## src/rtl/car_seq_pkg.sv

```systemverilog
// car_seq_pkg: shared types and constants for the car-park sequence predictor.
//   seq_state_t : decoder states (3-bit encoding)
//   AB_*        : sensor pair {a,b} encodings
package car_seq_pkg;

  typedef enum logic [2:0] {
    IDLE = 3'd0,
    EN1  = 3'd1,
    EN2  = 3'd2,
    EN3  = 3'd3,
    EX1  = 3'd4,
    EX2  = 3'd5,
    EX3  = 3'd6,
    ERR  = 3'd7
  } seq_state_t;

  localparam logic [1:0] AB_IDLE = 2'b00;
  localparam logic [1:0] AB_A    = 2'b10;
  localparam logic [1:0] AB_B    = 2'b01;
  localparam logic [1:0] AB_BOTH = 2'b11;

endpackage

```

## src/rtl/sat_updown_counter.sv

```systemverilog
// sat_updown_counter: W-bit up/down counter saturating at 0 and 2^W-1.
//   clk   : rising-edge clock
//   reset : synchronous, active-low
//   inc   : count up one step (ignored at maximum)
//   dec   : count down one step (ignored at zero)
//   value : current count
// Simultaneous inc and dec leave the value unchanged.
module sat_updown_counter #(
  parameter int W = 4
) (
  input  logic         clk,
  input  logic         reset,
  input  logic         inc,
  input  logic         dec,
  output logic [W-1:0] value
);

  always_ff @(posedge clk) begin
    if (!reset) begin
      value <= '0;
    end else if (inc && !dec && (value != '1)) begin
      value <= value + W'(1);
    end else if (dec && !inc && (value != '0)) begin
      value <= value - W'(1);
    end
  end

endmodule

```

## src/rtl/car_seq_predictor.sv

```systemverilog
// car_seq_predictor: reference model for the car-park sensor counter.
// Decodes entry/exit sequences on the beam sensors and produces expected
// pulses and counts for the scoreboard.
//   clk       : rising-edge clock
//   reset     : synchronous, active-low
//   a, b      : outer / inner beam sensors (1 = blocked), already synchronous
//   inc_exp   : one-cycle pulse per completed entry
//   dec_exp   : one-cycle pulse per completed exit
//   exp_count : expected occupancy, saturating at 0 and 2^COUNT_W-1
//   proto_err : one-cycle pulse on entry to ERR
//   err_count : protocol error count, saturating at 2^ERR_W-1
module car_seq_predictor
  import car_seq_pkg::*;
#(
  parameter int COUNT_W = 4,
  parameter int ERR_W   = 8
) (
  input  logic               clk,
  input  logic               reset,
  input  logic               a,
  input  logic               b,
  output logic               inc_exp,
  output logic               dec_exp,
  output logic [COUNT_W-1:0] exp_count,
  output logic               proto_err,
  output logic [ERR_W-1:0]   err_count
);

  seq_state_t state, state_n;
  logic       inc_n, dec_n, err_n;
  logic [1:0] ab;

  assign ab = {a, b};

  always_comb begin
    state_n = state;
    inc_n   = 1'b0;
    dec_n   = 1'b0;
    unique case (state)
      IDLE: begin
        if      (ab == AB_A)    state_n = EN1;
        else if (ab == AB_B)    state_n = EX1;
        else if (ab == AB_BOTH) state_n = ERR;
      end
      EN1: begin
        if      (ab == AB_BOTH) state_n = EN2;
        else if (ab == AB_IDLE) state_n = IDLE;
        else if (ab == AB_B)    state_n = ERR;
      end
      EN2: begin
        if      (ab == AB_B)    state_n = EN3;
        else if (ab == AB_A)    state_n = EN1;
        else if (ab == AB_IDLE) state_n = ERR;
      end
      EN3: begin
        if (ab == AB_IDLE) begin
          state_n = IDLE;
          inc_n   = 1'b1;
        end
        else if (ab == AB_BOTH) state_n = EN2;
        else if (ab == AB_A)    state_n = ERR;
      end
      EX1: begin
        if      (ab == AB_BOTH) state_n = EX2;
        else if (ab == AB_IDLE) state_n = IDLE;
        else if (ab == AB_A)    state_n = ERR;
      end
      EX2: begin
        if      (ab == AB_A)    state_n = EX3;
        else if (ab == AB_B)    state_n = EX1;
        else if (ab == AB_IDLE) state_n = ERR;
      end
      EX3: begin
        if (ab == AB_IDLE) begin
          state_n = IDLE;
          dec_n   = 1'b1;
        end
        else if (ab == AB_BOTH) state_n = EX2;
        else if (ab == AB_B)    state_n = ERR;
      end
      ERR: begin
        if (ab == AB_IDLE) state_n = IDLE;
      end
      default: state_n = IDLE;
    endcase
    // Only the edge into ERR counts as an error, not every cycle spent there.
    err_n = (state_n == ERR) && (state != ERR);
  end

  always_ff @(posedge clk) begin
    if (!reset) begin
      state     <= IDLE;
      inc_exp   <= 1'b0;
      dec_exp   <= 1'b0;
      proto_err <= 1'b0;
    end else begin
      state     <= state_n;
      inc_exp   <= inc_n;
      dec_exp   <= dec_n;
      proto_err <= err_n;
    end
  end

  // Counters consume the same combinational strobes so the new value
  // appears on the same edge as the pulse.
  sat_updown_counter #(.W(COUNT_W)) u_occ_cnt (
    .clk   (clk),
    .reset (reset),
    .inc   (inc_n),
    .dec   (dec_n),
    .value (exp_count)
  );

  sat_updown_counter #(.W(ERR_W)) u_err_cnt (
    .clk   (clk),
    .reset (reset),
    .inc   (err_n),
    .dec   (1'b0),
    .value (err_count)
  );

endmodule

```

## config.mk

```make
export PLATFORM = sky130hd
export DESIGN_NAME = car_seq_predictor
export DESIGN_NICKNAME = d
export VERILOG_FILES = /design/src/rtl/car_seq_pkg.sv /design/src/rtl/sat_updown_counter.sv /design/src/rtl/car_seq_predictor.sv
export SDC_FILE = /design/constraint.sdc
export NUM_CORES = 1
export LEC_CHECK = 0
export BUFFER_PORTS_ARGS = -buffer_cell sky130_fd_sc_hd__buf_2
export CAP_MARGIN = 20
export CORE_MARGIN = 5
export CORE_UTILIZATION = 30
export DETAILED_ROUTE_END_ITERATION = 7
export REMOVE_ABC_BUFFERS = 1
export SLEW_MARGIN = 20
export SYNTH_ARGS = -nofsm -noshare
export SYNTH_HDL_FRONTEND = slang
export SYNTH_SLANG_ARGS = --single-unit
```

## constraint.sdc

```tcl
create_clock -name clk -period 7.5 [get_ports clk]
set_input_delay 1.5 -clock clk [delete_from_list [all_inputs] [get_ports clk]]
set_output_delay 1.5 -clock clk [all_outputs]
set_load 0.01 [all_outputs]
```

==> results of run 1 <==
==> registers in the layout, summed over array words and instances, names as in the netlist <==
| name | count |
|---|---|
| inc_exp | 1 |
| u_occ_cnt.value | 4 |
| proto_err | 1 |
| u_err_cnt.value | 8 |
| state | 3 |
| dec_exp | 1 |
==> placed cells by master (no fill, tap or decap), types with 2 or more instances in the layout <==
master,n
o31ai_1,3
nand4_1,3
buf_2,18
xnor2_1,4
ha_1,3
o21ai_0,3
clkbuf_8,3
nor3_1,6
a21oi_1,8
nor4b_2,3
inv_1,4
nor4_1,2
mux2i_1,6
xor2_1,2
or4_1,2
nand3_1,6
nand2_1,9
dfxtp_1,18
nor2_1,9
nand2b_1,7
==> critical path: cells and delay by family <==
| family | cells | cell delay (ps) |
|---|---|---|
| adder cells (fa/ha/maj) | 1 | 290 |
| multiplexers | 1 | 230 |
| AND/OR/NAND/NOR | 3 | 760 |
| buffers and inverters | 2 | 310 |
| XOR/XNOR | 1 | 160 |
| AO/OA/AOI/OAI | 2 | 340 |
==> logic make-up after synthesis <==
kind of cell,after synthesis
AND/OR/NAND/NOR,57
adder cells (fa/ha/maj),4
buffers and inverters,15
flip-flops,18
AO/OA/AOI/OAI,23
XOR/XNOR,7
multiplexers,7
==> synth_stat cells (2+ instances only) <==
cell / instances
nand3_1: 6
or4_1: 2
mux2i_1: 6
inv_1: 4
buf_2: 3
nand2_1: 9
nor2_1: 9
xor2_1: 2
dfxtp_1: 18
nor4b_2: 3
ha_1: 3
o21ai_0: 3
nor3_1: 6
xnor2_1: 4
a21oi_1: 8
o31ai_1: 3
nand2b_1: 7
clkbuf_1: 2
nor4_1: 2
nand4_1: 3
buf_6: 4
==> power by group through the flow <==
stage	combinational [mW]	sequential, mW	clock (mW)
final	0.0478	0.114	0.0656
after floorplan	0.0345	0.115	0
after global placement	0.0464	0.116	0
after detailed placement	0.0482	0.117	0
after global routing	0.0544	0.116	0.0728
after CTS	0.0485	0.115	0.0681
==> per-stage QoR <==
stage	hold WS [ps]	instances	cell area [µm²]	util [%]	worst slack, ps
floorplan	494	121	1080	-	4150
global placement	467	187	1230	33.4	3860
detailed placement	473	187	1230	33.4	3770
CTS	482	190	1270	34.6	4030
global route	498	190	1270	34.6	3940
finish	481	190	1270	34.6	4020
==> worst paths after layout <==
| check | start | endpoint | cells after the start |
|---|---|---|---|
| worst max register to register | state[0] | u_occ_cnt.value[3] | 9 |
| worst min register to register | u_err_cnt.value[6] | u_err_cnt.value[6] | 2 |
| worst max-delay path | a | u_occ_cnt.value[3] | 10 |
| worst min-delay path | u_err_cnt.value[6] | u_err_cnt.value[6] | 2 |
==> per-layer routing <==
metal	GRT usage, %	vias to the layer above	part of all wire, %
met5	0	-	0
met3	2.77	4	5.0
met4	3.13	0	1.1
met1	12.3	444	47
li1	-	494	-
met2	16.0	19	47
==> layout make-up <==
type | instances | area, µm²
Fill cell | 408 | 2410
Multi-Input combinational cell | 98 | 704
Sequential cell | 18 | 360
Timing Repair Buffer | 18 | 90.1
Tap cell | 48 | 60.1
Clock buffer | 3 | 41.3
Inverter | 5 | 18.8
==> metrics.csv, run 1 <==
metric,value,unit
Post-synth EDFFs,0,
mapped cell area,1160,µm²
clock power share,28.8,%
routed len/inst,12.4,µm
post-synthesis sequential area ratio,31.1,%
Compound-Gate Fraction of Synth Area,12.7,%
fmax,0.288,GHz
Die Span Y,72.1,µm
min-delay worst type,flop to flop,
drt pass-1 iters,4,
largest family of logic cells by synthesized area,simple AND/OR/NAND/NOR gates,
Clock Latency Late Sink,250,ps
WL final,2360,µm
root buf cell,clkbuf_8,
measured slew at the worst slew-check pin,778,ps
Final min period,3480,ps
"flops & latches, synth",18,
initial DRC count,48,
Sw Ratio,30.0,%
multiplexer share of the synthesized area,6.16,%
P_int,159,µW
share of layout cells above drive strength 1,22.5,%
Critical Path Start Type,primary input,
CTS Buffer Depth,2,
"CTS clk-pin slew, worst paths",70,ps
Initial Util,31.4,%
PortBufs,18,
Sequential Power Share,50.2,%
# diodes,0,
status,"finished, final reports clean",
Switching Power,68.3,µW
clk sinks,18,
worst rel slew slack,47.9,%
GPL Wtd Cong,0.846,
via count,961,
final total power,228,µW
"Hold Vio Cnt, Final",0,
Die X,72.1,µm
FP Rows,22,
Max VDD drop,0.0819,mV
first-pass GRT wire length,4170,µm
Post-CTS Setup Inserts,0,
setup TNS,0,ps
highest fanout seen on the critical path,10,
initial antenna violation count,0,
Yosys cell types,45,
H-tree Lvls,1,
"Worst Path Class, Setup",primary input to flop,
Area Overhead vs Synth,10.0,%
CORE AREA,3690,µm²
Total GRT Usage,9.75,%
final slew viol count,0,
CTS tree,built,
Setup crit end kind,flop,
xor and xnor area share after synthesis,5.94,%
Die ar.,5200,µm²
RSZ-0062 raised after global routing,false,
endpoints failing setup,0,
Synth Instances,131,
simple-gate share of the synthesized area,31.0,%
CTS Buf Count,3,
Critical Path RT,7620,ps
post-DR vias/cell,5.06,
Fin Clk Skew,2.71,ps
top-area cell type share of the netlist area,31.1,%
critical path arrival,3600,ps
max-cap viol count,0,
Post-DP HPWL,1770,µm
CP cell instances,buf_2 -> or2_1 -> nor4b_2 -> inv_1 -> ha_1 -> a21o_1 -> a21oi_1 -> mux2i_1 -> xor2_1 -> nor2_1,
Synth async-reset ratio,0,%
post-synthesis adder-cell area fraction,4.97,%
leading area contributor after synthesis,dfxtp_1,
Max stage delay on crit path,360,ps
Avg Synthesized Cell Area,8.84,µm²
Final #Nets,152,
remaining global-route overflow,0,
Tcrit/Tclk final,46.4,%
cts repair resizes,0,
largest net degree at the start of global routing,15,
final antenna-violating net count,0,
Crit-path slowest cell,or2_1,
leakage,0.499,nW
hold buffer count at CTS,0,
synth top area cells,"dfxtp_1, mux2i_1, buf_6",
vias in the first global route,918,
Pwr Density,179,nW/µm²
power share of the combinational group,21.0,%
most used flip-flop cell after synthesis,dfxtp_1,
Ports,19,
residual DRC count,0,
"reg-to-reg slack, setup",4950,ps
Syn. warnings,0,
(Power assumes the default switching activity.)
==> run 2, diff against run 1 <==
- clock period: 7.5 -> 3.07 ns (I/O delays scaled with it)
==> metrics.csv, run 2 (synthesis results as in run 1) <==
metric,value,unit
Max stage delay on crit path,370,ps
largest net degree at the start of global routing,15,
Post-DP HPWL,1790,µm
grt met2 use,17.4,%
cts repair resizes,0,
setup TNS,0,ps
R2R Path Start,state[1],
area of the multi-input gates,704,µm²
routed len/inst,12.7,µm
Die Span Y,72.1,µm
busiest grt layer,met2,
endpoints failing setup,0,
FP Rows,22,
Switching Power,172,µW
final antenna-violating net count,0,
Initial Util,31.4,%
clock power share,29.3,%
met3 GRT Util,2.63,%
H-tree Lvls,1,
critical path arrival,2700,ps
Fin Clk Skew,5.32,ps
Area Overhead vs Synth,10.7,%
"CP delay by family, top",simple AND/OR/NAND/NOR gates,
most frequent cells in the layout,"dfxtp_1, buf_2, nand2_1, nor2_1, a21oi_1",
Sw Ratio,30.5,%
highest fanout seen on the critical path,10,
first-pass GRT wire length,4440,µm
PortBufs,18,
placed cell count,188,
root buf cell,clkbuf_8,
Max VDD drop,0.190,mV
initial antenna violation count,0,
residual DRC count,0,
RR Endpoint,u_occ_cnt.value[3],
post-DR vias/cell,4.95,
vias in the first global route,946,
measured slew at the worst slew-check pin,838,ps
CTS Buffer Depth,2,
Final #Nets,153,
Clock Latency Late Sink,250,ps
Ports,19,
power share of the combinational group,22.4,%
max-cap viol count,0,
"reg-to-reg slack, setup",660,ps
via count,946,
Sequential Power Share,48.2,%
"Worst Path Class, Setup",primary input to flop,
hold path start,u_err_cnt.value[6],
WL final,2430,µm
Final min period,2570,ps
Die X,72.1,µm
CTS Buf Count,3,
Pwr Density,440,nW/µm²
share of layout cells above drive strength 1,23.1,%
Critical Path Start Type,primary input,
CP bufs+invs,2,
CORE AREA,3690,µm²
Total GRT Usage,10.6,%
Setup crit end kind,flop,
clk sinks,18,
hold buffer count at CTS,0,
GPL Wtd Cong,0.816,
drt pass-1 iters,4,
max reg flops,8,
Hold Path Cell Cnt,2,
remaining global-route overflow,0,
min-delay worst type,flop to flop,
CTS tree,built,
Top reg by flops,u_err_cnt.value,
Die ar.,5200,µm²
"CTS clk-pin slew, worst paths",70,ps
Storage cell area,360,µm²
Critical Path RT,3200,ps
Non-Filler Instances,191,
P_int,392,µW
"Hold Vio Cnt, Final",0,
worst rel slew slack,43.9,%
Post-CTS Setup Inserts,0,
fmax,0.389,GHz
Largest regs,"u_err_cnt.value (8), u_occ_cnt.value (4), state (3)",
Fillers,402,
CP cell instances,buf_2 -> or2_1 -> nor4b_2 -> inv_1 -> ha_1 -> a21o_1 -> a21oi_1 -> mux2i_1 -> xor2_1 -> nor2_1,
Worst Hold Endpoint,u_err_cnt.value[6],
Tcrit/Tclk final,83.8,%
Crit-path slowest cell,or2_1,
initial DRC count,51,
RSZ-0062 raised after global routing,false,
final slew viol count,0,
final total power,565,µW
met1 Use GR,13.4,%
leakage,0.504,nW
# diodes,0,
r2r worst-path depth,9,
status,"finished, final reports clean",
run 2: layout make-up:
cell class                 instances  share of cell area (%)
timing repair buffer              19                    7.61
sequential                        18                    28.1
multi-input combinational         98                    54.9
tap                               48                    4.68
clock buffer                       3                    3.22
inverter                           5                    1.46
run 2: worst max-delay path by stage:
| stage | cells after the start | slack, ps | start | endpoint |
|---|---|---|---|---|
| detailed placement | 10 | 240 | a | u_occ_cnt.value[3] |
| global route | 10 | 350 | a | u_occ_cnt.value[3] |
| finish | 10 | 500 | a | u_occ_cnt.value[3] |
| global placement | 10 | 320 | a | u_occ_cnt.value[3] |
| floorplan | 9 | 610 | a | u_occ_cnt.value[3] |
| CTS | 10 | 500 | a | u_occ_cnt.value[3] |
run 2: power groups by stage:
| stage | Clock (mW) | Sequential (mW) | Combinational (mW) |
|---|---|---|---|
| 5_1_grt | 0.180 | 0.277 | 0.143 |
| 2_1_floorplan | 0 | 0.281 | 0.0844 |
| 3_5_place_dp | 0 | 0.277 | 0.128 |
| 3_3_place_gp | 0 | 0.276 | 0.124 |
| 6_report | 0.166 | 0.272 | 0.127 |
| 4_1_cts | 0.170 | 0.272 | 0.128 |
run 2: layer usage:
layer / vias to the layer above / part of all wire [%]
li1: 489 / -
met1: 435 / 46
met2: 18 / 48
met3: 4 / 4.4
met4: 0 / 1.4
met5: - / 0
run 2: worst register-to-register path: stages, from the launching register on:
cell and delay (ps):
dfxtp_1 580, nand2_1 200, nor4b_2 290, inv_1 140, ha_1 290, a21o_1 180
a21oi_1 170, mux2i_1 220, xor2_1 160, nor2_1 50
run 2: metrics by stage:
step	hold WS [ps]	util, %	instance area, µm²	setup slack, ps
4_1_cts	485	34.8	1280	498
3_3_place_gp	466	33.6	1240	315
3_5_place_dp	476	33.6	1240	235
2_1_floorplan	494	-	1080	609
5_1_grt	516	34.8	1280	349
6_report	488	34.8	1280	497
==> run 3, diff against run 2 <==
- ABC_AREA: default -> 1
- clock period: 3.07 -> 2.4 ns (I/O delays scaled with it)
==> metrics.csv, run 3 <==
metric,value,unit
status,"finished, final reports clean",
FP Rows,22,
"Hold Vio Cnt, Final",0,
initial antenna violation count,0,
"count leader, synth",nand2_1,
first-pass GRT wire length,3950,µm
CORE AREA,3610,µm²
residual DRC count,0,
CTS Buffer Depth,2,
Die ar.,4970,µm²
PortBufs,18,
vias in the first global route,875,
# diodes,0,
"most common cell after layout, fill and taps aside",nand2_1,
root buf cell,clkbuf_8,
Synth async-reset ratio,0,%
cts repair resizes,0,
drt pass-1 iters,6,
Total GRT Usage,9.42,%
P_int,585,µW
"CTS clk-pin slew, worst paths",70,ps
most used flip-flop cell after synthesis,dfxtp_1,
leading area contributor after synthesis,dfxtp_1,
mapped cell area,1100,µm²
remaining global-route overflow,0,
Fin Clk Skew,6.96,ps
post-DR vias/cell,4.63,
CTS Buf Count,3,
critical path arrival,2240,ps
Max VDD drop,0.311,mV
endpoints failing setup,0,
H-tree Lvls,1,
Setup crit end kind,flop,
clk sinks,18,
Yosys cell types,26,
final slew viol count,0,
Post-CTS Setup Inserts,0,
Critical Path Start Type,flop,
Synth top cells by count,"nand2_1, nor2_1, dfxtp_1, nand3_1",
leakage,0.562,nW
Switching Power,399,µW
Sw Ratio,40.6,%
"Worst Path Class, Setup",flop to flop,
RSZ-0062 raised after global routing,false,
Area Overhead vs Synth,16.1,%
Min Hold Slack,489,ps
post-synthesis sequential area ratio,32.8,%
Post-synth EDFFs,0,
routed len/inst,10.7,µm
max reg flops,8,
fmax,0.486,GHz
final antenna-violating net count,0,
setup TNS,0,ps
Ports,19,
Final #Nets,180,
Sequential Power Share,38.7,%
Largest regs,"u_err_cnt.value (8), u_occ_cnt.value (4), state (3)",
highest fanout seen on the critical path,8,
top-area cell type share of the netlist area,32.8,%
largest net degree at the start of global routing,13,
most frequent cells in the layout,"nand2_1, nor2_1, dfxtp_1, buf_2, nand3_1",
CTS tree,built,
share of layout cells above drive strength 1,19.9,%
WL final,2350,µm
initial DRC count,45,
Final min period,2060,ps
Syn. warnings,0,
Tcrit/Tclk final,85.8,%
measured slew at the worst slew-check pin,421,ps
clock power share,25.1,%
Post-DP HPWL,1710,µm
Pwr Density,772,nW/µm²
Clock Latency Late Sink,250,ps
"flops & latches, synth",18,
synth top area cells,"dfxtp_1, nand2_1, nor2_1",
via count,1015,
Die Span Y,70.5,µm
power share of the combinational group,36.2,%
Critical Path RT,2580,ps
Avg Synthesized Cell Area,7.23,µm²
Initial Util,30.5,%
hold buffer count at CTS,0,
Die X,70.5,µm
max-cap viol count,0,
Synth Instances,152,
Top reg by flops,u_err_cnt.value,
min-delay worst type,primary input to flop,
GPL Wtd Cong,0.844,
worst rel slew slack,71.9,%
==> run 3: changes by cell type after synthesis, moves of 4 or more <==
cell and delta:
nand2b_1 -7, nand3_1 +7, nand2_1 +21, o21ai_0 +4
inv_1 +4, nor2_1 +12, nor3_1 -5, nand4_1 +7
mux2i_1 -6
==> run 3: area by class of cell <==
cell class | instances | area (µm²)
Fill cell | 377 | 2330
Multi-Input combinational cell | 119 | 664
Sequential cell | 18 | 360
Timing Repair Buffer | 18 | 90.1
Tap cell | 48 | 60.1
Clock buffer | 4 | 55.1
Inverter | 12 | 45.0
==> run 3: layer usage <==
| layer | part of all wire [%] | vias to the layer above | global-route usage (%) |
|---|---|---|---|
| met5 | 0 | - | 0 |
| met3 | 2.1 | 2 | 1.15 |
| met1 | 53 | 455 | 13.2 |
| met4 | 1.1 | 0 | 2.98 |
| li1 | - | 547 | - |
| met2 | 44 | 11 | 15.0 |
==> run 3: critical path, cell delays in order (launching register included) <==
cell and delay (ps):
dfxtp_1 510, nand2_1 80, nor2_1 170, nand3_1 270, ha_1 360, nand2_1 60, nand2_1 40, a21oi_1 140
xor2_1 160, nand2_1 60, a21oi_1 120
==> run 3: power by group through the flow <==
stage	Clock [mW]	Combinational, mW	Sequential, mW
3_5_place_dp	0	0.356	0.388
6_report	0.248	0.356	0.381
5_1_grt	0.264	0.400	0.389
4_1_cts	0.251	0.357	0.381
2_1_floorplan	0	0.270	0.383
3_3_place_gp	0	0.358	0.388
==> run 3: path summary, 6_finish.rpt <==
| check | start | to | slack (ps) | cells after the start |
|---|---|---|---|---|
| setup reg to reg | state[0] | u_occ_cnt.value[3] | 340 | 10 |
| setup / recovery | state[0] | u_occ_cnt.value[3] | 340 | 10 |
| hold / removal | reset | state[2] | 490 | 3 |
| hold reg to reg | u_err_cnt.value[7] | u_err_cnt.value[7] | 510 | 2 |
==> run 3: logic make-up (layout without fill, tap and decap cells) <==
logic type	count (synthesis)	after routing	share of synthesized area [%]
and+or+nand+nor	85	85	37.7
adders and majority gates	4	4	5.24
xor gates and xnor gates	10	10	7.97
AOI/OAI and AO/OA	20	20	9.57
DFF	18	18	32.8
buffers and inverters	15	34	6.72
==> run 3: metrics by stage <==
stage	setup WS [ps]	cell area (µm²)	util, %	power [mW]	std cells
3_5_place_dp	265	1220	33.8	0.745	215
5_1_grt	78.0	1270	35.4	1.05	219
3_3_place_gp	318	1220	33.8	0.746	215
2_1_floorplan	561	1070	-	0.653	149
4_1_cts	343	1270	35.4	0.988	219
6_report	341	1270	35.4	0.985	219
